--- config.mk ---
export PLATFORM = sky130hd
export DESIGN_NAME = flag_unit
export DESIGN_NICKNAME = d
export VERILOG_FILES = /design/src/rtl/wisc_pkg.sv /design/src/rtl/flag_merge.sv /design/src/rtl/flag_unit.sv
export SDC_FILE = /design/constraint.sdc
export NUM_CORES = 1
export LEC_CHECK = 0
export ABC_AREA = 1
export CORE_AREA = 2 2 39 41
export CTS_BUF_LIST = sky130_fd_sc_hd__clkbuf_4 sky130_fd_sc_hd__clkbuf_8
export DETAILED_ROUTE_END_ITERATION = 7
export DIE_AREA = 0 0 41 43
export MAX_ROUTING_LAYER = met4
export PLACE_DENSITY_LB_ADDON = 0.3
export SYNTH_ARGS = -nofsm -noshare
export SYNTH_HDL_FRONTEND = slang
export SYNTH_SLANG_ARGS = --single-unit
--- constraint.sdc ---
create_clock -name clk -period 1.7 [get_ports clk]
set_input_delay 0.34 -clock clk [delete_from_list [all_inputs] [get_ports clk]]
set_output_delay 0.34 -clock clk [all_outputs]
set_load 0.05 [all_outputs]
--- src/rtl/wisc_pkg.sv ---
// wisc_pkg: definitions shared by the flag unit and its merge sub-block.
//   - opcode encodings that affect the {N,V,Z} flags
//   - flag bit positions within the 3-bit flag vector
//   - flag_mask(): per-opcode flag write mask; sets_flags(): any flag written
//   - fu_state_t: pending-writer tracking states
package wisc_pkg;

   localparam logic [3:0] OP_ADD    = 4'h0;
   localparam logic [3:0] OP_SUB    = 4'h1;
   localparam logic [3:0] OP_XOR    = 4'h2;
   localparam logic [3:0] OP_RED    = 4'h3;
   localparam logic [3:0] OP_SLL    = 4'h4;
   localparam logic [3:0] OP_SRA    = 4'h5;
   localparam logic [3:0] OP_ROR    = 4'h6;
   localparam logic [3:0] OP_PADDSB = 4'h7;

   localparam int FLAG_N = 2;
   localparam int FLAG_V = 1;
   localparam int FLAG_Z = 0;

   typedef enum logic {
      IDLE    = 1'b0,
      PENDING = 1'b1
   } fu_state_t;

   // Arithmetic ops write all flags, logical/shift ops only Z, the rest none.
   function automatic logic [2:0] flag_mask(input logic [3:0] opcode);
      logic [2:0] mask;
      case (opcode)
         OP_ADD, OP_SUB:                 mask = 3'b111;
         OP_XOR, OP_SLL, OP_SRA, OP_ROR: mask = 3'b001;
         default:                        mask = 3'b000;
      endcase
      return mask;
   endfunction

   function automatic logic sets_flags(input logic [3:0] opcode);
      return |flag_mask(opcode);
   endfunction

endpackage

--- src/rtl/flag_merge.sv ---
// flag_merge: combinational merge of freshly computed flags into the held flags.
//   mask_i      : which flag bits the EX instruction writes
//   new_flags_i : {N,V,Z} derived from the current ALU result
//   old_flags_i : currently held architectural flags
//   merged_o    : new bits where mask is set, old bits elsewhere
module flag_merge
   import wisc_pkg::*;
(
   input  logic [2:0] mask_i,
   input  logic [2:0] new_flags_i,
   input  logic [2:0] old_flags_i,
   output logic [2:0] merged_o
);

   // Bitwise select between new and retained flags.
   always_comb begin
      merged_o = (new_flags_i & mask_i) | (old_flags_i & ~mask_i);
   end

endmodule

--- src/rtl/flag_unit.sv ---
// flag_unit: produces the {N,V,Z} flag vector read by the branch logic.
//   clk, rst_n           : clock (rising edge), async active-low reset
//   ex_valid/ex_opcode   : instruction currently in EX
//   alu_result/alu_ovfl  : ALU outputs for that instruction
//   id_issue/id_opcode   : instruction being issued from decode into EX
//   stall, flush         : pipeline freeze / squash of ID and EX
//   br_valid, br_ready   : decode-stage branch handshake
//   F                    : flags for branch evaluation (EX bypass or held)
//   flags_q              : architectural flag register
module flag_unit
   import wisc_pkg::*;
#(
   parameter int DATA_W = 16,
   parameter int OP_W   = 4
)(
   input  logic              clk,
   input  logic              rst_n,
   input  logic              ex_valid,
   input  logic [OP_W-1:0]   ex_opcode,
   input  logic [DATA_W-1:0] alu_result,
   input  logic              alu_ovfl,
   input  logic              id_issue,
   input  logic [OP_W-1:0]   id_opcode,
   input  logic              stall,
   input  logic              flush,
   input  logic              br_valid,
   output logic              br_ready,
   output logic [2:0]        F,
   output logic [2:0]        flags_q
);

   fu_state_t  state_q;
   fu_state_t  state_d;
   logic [2:0] flags_d;
   logic [2:0] new_flags_s;
   logic [2:0] ex_mask_s;
   logic [2:0] merged_wr_s;
   logic [2:0] merged_byp_s;
   logic       we_s;
   logic       bypass_s;
   logic       ex_sets_s;
   logic       id_sets_s;
   logic       unused_s;

   // Raw flag values and opcode decode for the EX and ID instructions.
   always_comb begin
      new_flags_s[FLAG_N] = alu_result[DATA_W-1];
      new_flags_s[FLAG_V] = alu_ovfl;
      new_flags_s[FLAG_Z] = (alu_result == {DATA_W{1'b0}});
      ex_mask_s           = flag_mask(ex_opcode);
      ex_sets_s           = sets_flags(ex_opcode);
      id_sets_s           = sets_flags(id_opcode);
      we_s                = ex_valid & ~stall & ~flush & ex_sets_s;
      // Stall does not hide the bypass: a frozen EX op still shows its flags.
      bypass_s            = ex_valid & ~flush & ex_sets_s;
      // br_valid carries no decision: br_ready is already 1 whenever nothing is pending.
      unused_s            = br_valid;
   end

   flag_merge u_merge_wr (
      .mask_i      (ex_mask_s),
      .new_flags_i (new_flags_s),
      .old_flags_i (flags_q),
      .merged_o    (merged_wr_s)
   );

   flag_merge u_merge_byp (
      .mask_i      (ex_mask_s),
      .new_flags_i (new_flags_s),
      .old_flags_i (flags_q),
      .merged_o    (merged_byp_s)
   );

   // Next architectural flag value.
   always_comb begin
      if (we_s) begin
         flags_d = merged_wr_s;
      end else begin
         flags_d = flags_q;
      end
   end

   // Architectural flag register.
   always_ff @(posedge clk or negedge rst_n) begin
      if (!rst_n) begin
         flags_q <= 3'b000;
      end else begin
         flags_q <= flags_d;
      end
   end

   // Pending-writer state register.
   always_ff @(posedge clk or negedge rst_n) begin
      if (!rst_n) begin
         state_q <= IDLE;
      end else begin
         state_q <= state_d;
      end
   end

   // Next-state logic: flush squashes everything; a new flag-setting issue
   // wins over retirement of the old one, since only one can be in flight.
   always_comb begin
      state_d = state_q;
      if (flush) begin
         state_d = IDLE;
      end else if (stall) begin
         state_d = state_q;
      end else if (id_issue && id_sets_s) begin
         state_d = PENDING;
      end else if (state_q == PENDING && ex_valid && ex_sets_s) begin
         state_d = IDLE;
      end else begin
         state_d = state_q;
      end
   end

   // Outputs: branch may proceed once the pending writer is visible on F.
   always_comb begin
      br_ready = (state_q != PENDING) | (ex_valid & ex_sets_s);
      if (bypass_s) begin
         F = merged_byp_s;
      end else begin
         F = flags_q;
      end
   end

endmodule
==> metrics.txt <==
Worst-Skew Late Latency=0.23 ns; leak pwr=0.4596 nW; hold crit path type=input port to asynchronous set/reset pin; RSZ-0062 raised after global routing=true; mapped cell area=367.9 um2; Area contributors post-synth=dfrtp_1 27%, nand2_1 18%, nor2_1 13%; dpl cell area=825.8 um2; fin crit share=0.9487; Die Ht=43 um; ANT nets after route=0; max_cap viols=0; num rows=14; CTS H-tree depth=1; vias in the first global route=508; Max FO, Critical Path=2; global-route wire length before repair=1918 um; Period minus WS final=1.613 ns; asr flop ratio synth=1.000; synthesized area per cell=6.454 um2; Vias=533; gpl congestion=0.7816; area of the core=1384 um2; Remaining DRCs=0; Slew Limit Fails=0; fillers=136; total power draw=550.8 uW; top cell type's share of synthesized area=0.2721; actual slew at the worst max-slew pin=0.2827 ns; skew final=0 ns; share of cells above drive strength 1=0.3832; clk sinks=4; fin area=912.1 um2; Syn-to-layout area delta=148.0%; Synth Warn #=0; cell taking the most area after synthesis=dfrtp_1; worst r2r src=flags_q[0]; starting density of the core=0.2658; die area=1763 um2; grt ovf=0; Inst Count DP=114; proportion of synthesized area in mux cells=0; syn_nets=89; Inserted Diodes=0; Syn Inst Count=57; vias per cell=4.333; Yosys reg bits=4; drt pass-1 iters=2; Compound-Gate Fraction of Synth Area=0.1224; Port Buf Inserts=36; largest net degree at the start of global routing=7; main combinational cell family by area after synthesis=simple AND/OR/NAND/NOR gates; final setup violation count=0; Post-Synth Simple-Gate Area=0.5374; Final nets=141; io pins=39; Worst EP required=1.36 ns; most frequent cell after synthesis=nand2_1; Max Fclk=620.0 MHz; r2r worst-path depth=10; clk slew on worst S/H paths=0.04 ns; Worst VDD drop=0.0005173 V; Iter 0 DRT Violations=1; CTS tree=done; Yosys cell types=15; setup TNS=0 ns; FF-to-FF End=flags_q[0]; XOR/XNOR Fraction of Synth Area=0; critical path type=input port to primary output; CTS Buf Count=3; sequential fraction of the synthesis area=0.2721; HPWL after detailed placement=983.4 um; worst setup path startpoint=alu_ovfl; final cell count without fillers=123; Post-synth top flop=dfrtp_1; root buffer cell=clkbuf_4; clock buffer depth=2; initial antenna violation count=0; crit path launch type=input port; Cell Pwr Density=603.8 nW/um2; width of the die=41 um; Reg2Reg Setup Slack=0.22 ns; CP arrival=1.27 ns; Avg WL per Cell=10.05 um; Routed WL=1236 um; run status=complete, no violations; area share of fa/ha/maj cells after synthesis=0; number of synthesized flops with an enable pin=0; All-Layer GR Usage=0.1679; Hold Fails Final Rpt=0; top cells by count, synth=18 x nand2_1, 13 x nor2_1, 5 x o21ai_1, 4 x dfrtp_1, 4 x inv_1; CP Capture Type=primary output; max_slew headroom=0.8109
-- registers in the layout, indices dropped and copies added (netlist names) --
register	flops
flags_q	3
state_q	1
-- layout by cell type (no fill, tap or decap) --
| cell type | instances |
|---|---|
| clkbuf_2 | 2 |
| inv_2 | 1 |
| nor2_4 | 1 |
| o21ai_4 | 1 |
| a21oi_1 | 1 |
| buf_12 | 4 |
| nand4_1 | 1 |
| nand3_4 | 1 |
| buf_4 | 14 |
| o21ai_0 | 1 |
| dfrtp_1 | 4 |
| nor2_1 | 11 |
| clkdlybuf4s50_1 | 7 |
| nand2_1 | 12 |
| o21ai_2 | 1 |
| o21ai_1 | 3 |
| a21oi_2 | 1 |
| inv_4 | 1 |
| nand3_1 | 1 |
| nor2_8 | 2 |
| clkdlybuf4s15_1 | 5 |
| clkbuf_4 | 3 |
| inv_1 | 4 |
| a21oi_4 | 1 |
| dlygate4sd2_1 | 15 |
| and2_1 | 1 |
| nor2_2 | 1 |
| nand2_2 | 7 |
-- worst max-delay path, stage by stage --
cell and delay, ns:
clkdlybuf4s50_1 0.45, nor2_1 0.05, a21oi_2 0.13, nand2_2 0.06, o21ai_2 0.08, buf_12 0.16
-- routing by layer --
| metal | vias up | global-route usage | wire (um) |
|---|---|---|---|
| met5 | - | - | 0 |
| met4 | 0 | 0.08000 | 0 |
| met3 | 0 | 0.03665 | 108 |
| met2 | 20 | 0.2906 | 678 |
| met1 | 229 | 0.1645 | 448 |
| li1 | 284 | - | - |
-- report_power, final --
part	internal (mW)	leakage (nW)	switching, mW	total, mW
combinational	0.154	0.395	0.169	0.323
clock	0.0787	0.0138	0.0345	0.113
sequential	0.108	0.0505	0.00656	0.114
total	0.340	0.460	0.210	0.551
-- per-stage QoR --
step | setup WS (ns) | util | hold WS [ns]
after floorplan | 0.1130 | - | 0.04441
after global placement | -0.1637 | 0.5967 | 0.5383
after detailed placement | -0.1871 | 0.5967 | 0.5405
after CTS | 0.01363 | 0.6492 | 0.2985
after global routing | -0.006439 | 0.6591 | 0.3040
final | 0.08715 | 0.6591 | 0.3072
-- worst max-delay path by stage --
stage | to | slack (ns) | cells past startpoint
finish | F[1] | 0.09 | 6
global route | F[0] | -0.006 | 9
CTS | F[2] | 0.01 | 7
detailed placement | F[2] | -0.19 | 8
global placement | F[2] | -0.16 | 8
floorplan | F[1] | 0.11 | 2
-- layout make-up --
class	count	area [um2]	area share
timing repair buffer	47	446.7	0.4897
multi-input combinational	47	297.8	0.3265
sequential	4	100.1	0.1097
inverter	6	25.02	0.02743
clock buffer	3	22.52	0.02469
tap	16	20.02	0.02195
-- repair_timing --
action,in CTS,in global routing
hold buffers,0,0
gates resized for setup,33,12
buffers inserted,6,0
pin swaps,22,17
setup endpoints to repair,4,3
-- logic make-up (layout without fill, tap and decap cells) --
kind of cell | after synthesis | after routing
buffers and inverters | 6 | 56
flip-flops | 4 | 4
AND/OR/NAND/NOR | 38 | 38
AO/OA/AOI/OAI | 9 | 9
(Power assumes the default switching activity.)
